File: config.mk
export PLATFORM = sky130hd
export DESIGN_NAME = rs_issue_scheduler
export DESIGN_NICKNAME = d
export VERILOG_FILES = /design/src/rtl/rs_issue_scheduler.sv
export SDC_FILE = /design/constraint.sdc
export NUM_CORES = 1
export LEC_CHECK = 0
export BUFFER_PORTS_ARGS = -buffer_cell sky130_fd_sc_hd__clkbuf_2
export CAP_MARGIN = 20
export CORE_MARGIN = 1.5
export CORE_UTILIZATION = 51
export CTS_CLUSTER_DIAMETER = 40
export DETAILED_ROUTE_END_ITERATION = 12
export HOLD_SLACK_MARGIN = 0.02
export PLACE_DENSITY = 0.86
export SYNTH_ARGS = -nofsm -noshare
export SYNTH_HDL_FRONTEND = slang
export SYNTH_SLANG_ARGS = --single-unit
File: constraint.sdc
create_clock -name clk_i -period 4.3 [get_ports clk_i]
set_clock_uncertainty 0.05 [all_clocks]
set_input_delay 0.43 -clock clk_i [delete_from_list [all_inputs] [get_ports clk_i]]
set_output_delay 0.43 -clock clk_i [all_outputs]
set_load 0.01 [all_outputs]
File: src/rtl/rs_issue_scheduler.sv
// rs_issue_scheduler
// Allocation and issue control for a bank of NUM_RS reservation-station
// entries feeding a single execution unit.
//   Decode side : decodeValid_i / decodeReady_o handshake. decodeWriteEn_o is
//                 the one-hot write enable for the lowest-index free entry.
//   Issue side  : rsBusy_i / rsReady_i / rsTag_i describe each entry. One ready
//                 entry per cycle is granted in round-robin order (its
//                 rsStall_o bit drops to 0). The grant is captured in an issue
//                 register (issueValid_o, issueRs_o, issueTag_o) that is held
//                 until execReady_i accepts it.
//   Status      : issueCount_o counts accepted issues and wraps at 16 bits.
//   Control     : clk_i, async active-low reset_ni, synchronous flush_i.
module rs_issue_scheduler #(
  parameter int NUM_RS  = 4,
  parameter int ROBsize = 8,
  parameter int TW      = $clog2(ROBsize + 1),
  parameter int IW      = $clog2(NUM_RS)
) (
  input  logic                 clk_i,
  input  logic                 reset_ni,
  input  logic                 flush_i,
  input  logic                 decodeValid_i,
  output logic                 decodeReady_o,
  output logic [NUM_RS-1:0]    decodeWriteEn_o,
  input  logic [NUM_RS-1:0]    rsBusy_i,
  input  logic [NUM_RS-1:0]    rsReady_i,
  input  logic [NUM_RS*TW-1:0] rsTag_i,
  output logic [NUM_RS-1:0]    rsStall_o,
  output logic                 issueValid_o,
  output logic [IW-1:0]        issueRs_o,
  output logic [TW-1:0]        issueTag_o,
  input  logic                 execReady_i,
  output logic [15:0]          issueCount_o
);

  logic [NUM_RS-1:0] free_s;
  logic [NUM_RS-1:0] cand_s;
  logic [NUM_RS-1:0] alloc_onehot_s;
  logic              alloc_found_s;
  logic [IW-1:0]     winner_s;
  logic              win_found_s;
  logic              slot_open_s;
  logic              grant_valid_s;
  logic [NUM_RS-1:0] grant_s;
  logic [TW-1:0]     win_tag_s;
  logic [IW-1:0]     next_ptr_s;
  logic              accept_s;

  logic [IW-1:0]     rr_ptr_r;
  logic              issue_valid_r;
  logic [IW-1:0]     issue_rs_r;
  logic [TW-1:0]     issue_tag_r;
  logic [15:0]       issue_count_r;

  assign free_s      = ~rsBusy_i;
  assign cand_s      = rsReady_i & rsBusy_i;
  assign slot_open_s = ~issue_valid_r | execReady_i;
  assign accept_s    = issue_valid_r & execReady_i & ~flush_i;

  // Lowest-index free entry for allocation.
  always_comb begin
    alloc_onehot_s = '0;
    alloc_found_s  = 1'b0;
    for (int i = 0; i < NUM_RS; i++) begin
      if (!alloc_found_s && free_s[i]) begin
        alloc_onehot_s[i] = 1'b1;
        alloc_found_s     = 1'b1;
      end else begin
        alloc_found_s = alloc_found_s;
      end
    end
  end

  assign decodeReady_o = (|free_s) & ~flush_i;

  // Write enable is suppressed while reset is held so no entry is written.
  always_comb begin
    if (decodeValid_i && decodeReady_o && reset_ni) begin
      decodeWriteEn_o = alloc_onehot_s;
    end else begin
      decodeWriteEn_o = '0;
    end
  end

  // Round-robin search: first candidate at or after rr_ptr_r, wrapping at NUM_RS-1.
  always_comb begin
    winner_s    = '0;
    win_found_s = 1'b0;
    for (int k = 0; k < NUM_RS; k++) begin
      if (!win_found_s && cand_s[(int'(rr_ptr_r) + k) % NUM_RS]) begin
        winner_s    = IW'((int'(rr_ptr_r) + k) % NUM_RS);
        win_found_s = 1'b1;
      end else begin
        win_found_s = win_found_s;
      end
    end
  end

  // Grant qualification; reset holds every stall high.
  always_comb begin
    grant_valid_s = win_found_s & slot_open_s & ~flush_i & reset_ni;
    grant_s       = '0;
    if (grant_valid_s) begin
      grant_s[winner_s] = 1'b1;
    end else begin
      grant_s = '0;
    end
  end

  assign rsStall_o = ~grant_s;
  assign win_tag_s = rsTag_i[int'(winner_s)*TW +: TW];

  // Pointer moves one past the winner so the winner has lowest priority next.
  always_comb begin
    if (winner_s == IW'(NUM_RS - 1)) begin
      next_ptr_s = '0;
    end else begin
      next_ptr_s = winner_s + IW'(1);
    end
  end

  // Issue register and round-robin pointer.
  always_ff @(posedge clk_i or negedge reset_ni) begin
    if (!reset_ni) begin
      issue_valid_r <= 1'b0;
      issue_rs_r    <= '0;
      issue_tag_r   <= '0;
      rr_ptr_r      <= '0;
    end else if (flush_i) begin
      // Flush drops the in-flight issue but keeps index/tag for visibility.
      issue_valid_r <= 1'b0;
      rr_ptr_r      <= '0;
    end else if (grant_valid_s) begin
      issue_valid_r <= 1'b1;
      issue_rs_r    <= winner_s;
      issue_tag_r   <= win_tag_s;
      rr_ptr_r      <= next_ptr_s;
    end else if (issue_valid_r && execReady_i) begin
      issue_valid_r <= 1'b0;
    end else begin
      issue_valid_r <= issue_valid_r;
    end
  end

  // Accepted-issue counter, wraps naturally at 16 bits.
  always_ff @(posedge clk_i or negedge reset_ni) begin
    if (!reset_ni) begin
      issue_count_r <= 16'd0;
    end else if (accept_s) begin
      issue_count_r <= issue_count_r + 16'd1;
    end else begin
      issue_count_r <= issue_count_r;
    end
  end

  assign issueValid_o = issue_valid_r;
  assign issueRs_o    = issue_rs_r;
  assign issueTag_o   = issue_tag_r;
  assign issueCount_o = issue_count_r;

endmodule

# ---- After elaboration in Yosys (flattened, before gate mapping)
# Cells that the tools add are included.
dict set report op_classes {
  shift 1
  mux 35
  n_reduce_logical 23
  n_bitwise 15
  add_sub_neg 5
  magnitude_cmp 6
  div 0
  n_eq_ne 1
  multipliers 0
}
# cell count
set op_table {}
lappend op_table {{2-to-1 mux 1 bit} 21}
lappend op_table {{adder 16 x 1 -> 16 bit, second input constant} 1}
lappend op_table {{variable part select 16 x 5 -> 4 bit} 1}
lappend op_table {{2-to-1 mux 2 bit} 7}
lappend op_table {{less-than comparator 3 x 4 -> 1 bit, second input constant} 3}
lappend op_table {{logical AND 1 bit} 10}
lappend op_table {{binary-select mux 1 bit (select 2 bit)} 4}
lappend op_table {{2-to-1 mux 4 bit} 2}
lappend op_table {{inverter 4 bit} 2}
lappend op_table {{AND 1 bit} 6}
lappend op_table {{logical NOT 1 bit} 6}
lappend op_table {{less-than comparator 2 x 3 -> 1 bit, second input constant} 2}
lappend op_table {{OR reduction 2 bit} 3}
lappend op_table {{adder 2 x 1 -> 2 bit, second input constant} 2}
lappend op_table {{adder 2 bit, second input constant} 2}
lappend op_table {{AND 4 bit} 1}
lappend op_table {{OR reduction 4 bit} 1}
lappend op_table {{AND 1 bit, first input constant} 3}
lappend op_table {{nonzero test 3 bit} 1}
lappend op_table {{demux 1 bit (select 2 bit)} 1}
lappend op_table {{== test 2 bit, second input constant} 1}
lappend op_table {{greater-or-equal comparator 2 x 1 -> 1 bit, second input constant} 1}
lappend op_table {{inverter 1 bit} 2}
lappend op_table {{AND reduction 2 bit} 1}
lappend op_table {{2 further kinds} 2}
dict set report word_totals {
  in_bits 29
  n_memories 0
  romBits 0
  latch_bits 0
  reg_bits 25
  out_inout_bits 32
  ram_bits 0
}

# ---- Depth between registers and ports, before layout
dict set report depth {
  depth_word 20
  ltp_mapped 7
}

# ---- Worst setup path after synthesis
# Ideal clock, no wire load.
dict set report synth_timing {
  path_kind {input port to output port}
  start {input rsBusy_i[3]}
  end {output rsStall_o[0]}
  slack_ps 2554
  path_stages 6
  path_buffers 0
  t_arrival_ps 1266
  path_cell_list {nand2_2 > a21boi_1 > nor3_4 > inv_4 > ha_1 > nand2_1}
}
dict set report synth_via {
  elab_chain_len 19
}
# element line
set synth_rtl {}
lappend synth_rtl {{start, declared} 25} ;# input logic [NUM_RS-1:0] rsBusy_i,
lappend synth_rtl {{AND 4 bit *} 56} ;# assign cand_s = rsReady_i & rsBusy_i;
lappend synth_rtl {{binary-select mux 1 bit (select 2 bit)} 90} ;# if (!win_found_s && cand_s[(int'(rr_ptr_r) + k) % NUM_RS]) begin
lappend synth_rtl {{2-to-1 mux 1 bit (not written as such)} 90}
lappend synth_rtl {{2-to-1 mux 1 bit} 90}
lappend synth_rtl {{logical NOT 1 bit} 90}
lappend synth_rtl {{logical AND 1 bit} 90}
lappend synth_rtl {{2-to-1 mux 1 bit} 90}
lappend synth_rtl {{logical NOT 1 bit} 90}
lappend synth_rtl {{[... 4 more ...]} -}
lappend synth_rtl {{2-to-1 mux 2 bit *} 90}
lappend synth_rtl {{via winner_s[0]} 40} ;# logic [IW-1:0] winner_s;
lappend synth_rtl {{less-than comparator 2 x 3 -> 1 bit (not written as such) / greater-or-equal comparator 2 x 1 -> 1 bit (equally long branches)} 104} ;# grant_s[winner_s] = 1'b1;
lappend synth_rtl {{logical AND 1 bit (not written as such)} 104}
lappend synth_rtl {{2-to-1 mux 1 bit (not written as such)} 104}
lappend synth_rtl {{demux 1 bit (select 2 bit) *} 104}
lappend synth_rtl {{2-to-1 mux 4 bit *} 103} ;# if (grant_valid_s) begin
lappend synth_rtl {{inverter 4 bit *} 110} ;# assign rsStall_o = ~grant_s;
lappend synth_rtl {{end, declared} 28} ;# output logic [NUM_RS-1:0] rsStall_o,
# Mark *: on every way through the listed nets, which the timed path passes. The rest lies on a longest branch. The select of a mux whose other input is x is not followed.

# ---- Worst setup path after layout
dict set report layout_timing {
  start {input reset_ni}
  end {output rsStall_o[2]}
}
dict set report layout_via {
  elab_chain_len 3
}
# element line
set layout_rtl {}
lappend layout_rtl {{start, declared} 20} ;# input logic reset_ni,
lappend layout_rtl {{AND 1 bit} 101} ;# grant_valid_s = win_found_s & slot_open_s & ~flush_i & reset_ni;
lappend layout_rtl {{2-to-1 mux 4 bit} 103}
lappend layout_rtl {{inverter 4 bit} 110}
# Every way passes these cells.

==> impl_metrics.py <==
metrics = {
    "run_status": {
        "status": "finished, final reports clean",
    },
    "floorplan": {
        "dieArea_sq_um": 3190,
        "die_y_microns": 56.4,
        "fp-row-count": 19,
        "pin_count": 61,
        "initial_utilization_pct": 53.3,
        "core_sq_um": 2730,
        "die_x_microns": 56.4,
    },
    "critical_path": {
        "setup.worst_path.end_class": "output port",
        "r2r-end": "rr_ptr_r[1]",
        "arrival_ps": 2010,
        "path_cells": "clkbuf_2 > nor2b_1 > nand3_1 > nor2_1 > nand2_1 > clkbuf_2",
        "critPathLaunchType": "input port",
        "cp_max_fo": 27,
        "critPathSlowestCell": "clkbuf_2",
        "rr_worst_depth": 5,
        "r2r_start": "rr_ptr_r[1]",
        "critical_path_class": "in2out",
        "crit_top_cell": "clkbuf_2",
        "max_stage_delay_ps": 490,
        "worst_ep_required_time_ps": 3820,
        "rrSetupSlack_ps": 2610,
    },
    "detailed_routing": {
        "drtIter0Drc": 67,
        "drc": 0,
        "routed_wirelength_microns": 3210,
        "ant_nets": 0,
        "num_vias": 1244,
        "wl_per_cell_microns": 13.5,
        "vias_per_cell": 5.25,
        "firstDrtPassIters": 4,
    },
    "pwr": {
        "p_leak_nw": 0.911,
        "ir_drop_v": 0.000323,
        "power_density_nw_per_um2": 310,
    },
    "global_route": {
        "grt.total_usage_pct": 22.7,
        "grt_pass1_vias": 1201,
        "grt_overflow_total": 0,
        "grt_max_degree": 28,
        "grt_pass1_wl_microns": 5670,
        "antenna_found_initial": 0,
    },
    "timing": {
        "slew-limit-headroom_pct": 57.6,
        "hold_viol_final": 0,
        "fin_crit_sh_pct": 57.8,
        "period_needed_ps": 2490,
        "rsz0062_at_grt": "false",
        "fin_setup_tns_ps": 0,
        "slew_violations": 0,
        "max_freq_ghz": 0.402,
        "tightest_slew_ps": 636,
        "holdWs_ps": 43.6,
        "setup_viol": 0,
    },
    "placed_design": {
        "portBuffers": 60,
        "place_congestion": 0.906,
        "placed_cells": 233,
        "hpwl_microns": 2590,
    },
    "layout": {
        "area_delta_synth_final_pct": 23.4,
        "final_cell_count_no_fill": 237,
        "layout-drive-gt1-share_pct": 38.8,
        "nNetsFinal": 239,
        "nFillCells": 244,
        "antennaDiodeCount": 0,
    },
    "cts": {
        "cts-resized-gates": 0,
        "clock_tree.root_cell": "clkbuf_4",
        "cts_sinks": 25,
        "numCtsBuffers": 3,
        "hold_buffers": 0,
        "cts_tree": "done",
        "clock_latency_ps": 320,
        "postCtsSetupRepairBufs": 0,
        "cts_max_level": 1,
        "cts_buffer_depth": 2,
        "clk_pin_slew_worst_paths_ps": 140,
    },
    "worst_hold_path": {
        "hold_path_class": "in2async",
    },
    "yosys": {
        "syn_avg_cell_area_sq_um": 9.98,
        "synth_mux_area_share_pct": 3.52,
        "synth_compound_area_share_pct": 13.3,
        "synth_top_family_by_area": "simple AND/OR/NAND/NOR gates",
        "synth_area_sq_um": 1460,
        "ys.flop_type": "dfrtp_1",
        "synth_edf_count": 0,
        "yosys_warnings": 0,
        "synth_seq_area_share_pct": 43.0,
        "synth_xor_area_share_pct": 9.02,
        "synth_nets": 178,
        "synthArstFlopShare_pct": 100,
        "ys_seq_elements": 25,
        "synthAdderAreaFrac_pct": 2.58,
        "yosys.area_share.simple_pct": 25.4,
        "netlist_instances": 146,
        "ys_types": 43,
    },
    "flow_run": {
        "maxCapViolCount": 0,
    },
}
## cell usage after synthesis (2+ instances only)
master / number / area (sq um)
a21oi_1: 5 / 25.0
a221oi_1: 4 / 35.0
and3_1: 2 / 12.5
buf_2: 2 / 10.0
dfrtp_1: 25 / 626
ha_1: 3 / 37.5
inv_1: 3 / 11.3
mux2i_1: 4 / 40.0
nand2_1: 15 / 56.3
nand2_2: 4 / 25.0
nand3_1: 7 / 35.0
nand3b_1: 3 / 22.5
nand4_1: 3 / 18.8
nor2_1: 11 / 41.3
nor2b_1: 2 / 12.5
nor3_1: 2 / 10.0
nor3b_1: 2 / 15.0
o21ai_0: 8 / 40.0
o22ai_1: 4 / 25.0
xnor2_1: 11 / 96.3
xor2_1: 4 / 35.0
## placed cells by master (no fill, tap or decap), types with 2 or more instances in the layout
cell type and count:
a21oi_1 5, a221oi_1 4, and3_1 2, clkbuf_2 60, clkbuf_4 3, dfrtp_1 25, ha_1 3, inv_1 3
mux2i_1 4, nand2_1 15, nand2_2 4, nand3_1 7, nand3b_1 3, nand4_1 3, nor2_1 11, nor2b_1 2
nor3_1 2, nor3b_1 2, o21ai_0 8, o22ai_1 4, xnor2_1 11, xor2_1 4
## kinds of logic (layout without fill, tap and decap cells)
group           after synthesis  in the layout
fa+ha+maj                     3              3
mux                           5              5
simple gates                 62             62
compound gates               28             28
xor+xnor                     15             15
flops                        25             25
buf+inv                       8             68
## flip-flops by register name, indices dropped and copies added (netlist names)
signal        flops
issueValid_o      1
rr_ptr_r          2
issueCount_o     16
issueTag_o        4
issueRs_o         2
## cell type report
type	count	area [sq um]	area share, %
Clock buffer	3	22.5	1.25
Clock inverter	1	7.51	0.418
Inverter	4	17.5	0.975
Multi-Input combinational cell	113	785	43.7
Sequential cell	25	626	34.8
Tap cell	31	38.8	2.16
Timing Repair Buffer	60	300	16.7
## how the worst max path moves through the flow
stage                startpoint            to  slack, ps  cells after the start
floorplan           rsBusy_i[3]  rsStall_o[0]       2550                      6
global placement       reset_ni  rsStall_o[3]       1840                      6
detailed placement     reset_ni  rsStall_o[2]       1770                      6
CTS                    reset_ni  rsStall_o[2]       1770                      6
global route           reset_ni  rsStall_o[2]       1500                      6
finish                 reset_ni  rsStall_o[2]       1810                      6
## worst max-delay path, delay by kind of cell
| kind | cells | cell delay, ps |
|---|---|---|
| buf+inv | 2 | 620 |
| simple gates | 4 | 950 |
## routing by layer
layer	vias to the layer above	global-route usage [%]	routed length (microns)
li1	637	-	-
met1	562	33.3	1510
met2	41	34.1	1490
met3	4	3.69	180
met4	0	7.48	31
met5	-	0	0
## power by group
group	leakage, nW	total (W)	internal [W]	switching (W)
registers	0.314	0.000294	0.000263	0.0000305
clock network	0.0139	0.000107	0.0000356	0.0000713
logic	0.583	0.000156	0.0000715	0.0000840
## through the flow
stage | instance area (sq um) | total power [W] | util (%) | setup WS (ps)
2_1_floorplan | 1460 | 0.000387 | - | 2550
3_3_place_gp | 1770 | 0.000449 | 64.6 | 1840
4_1_cts | 1800 | 0.000563 | 65.7 | 1770
6_report | 1800 | 0.000556 | 65.7 | 1810
5_1_grt | 1800 | 0.000594 | 65.7 | 1500
3_5_place_dp | 1770 | 0.000456 | 64.6 | 1770
Power figures use the tool's default switching activity.
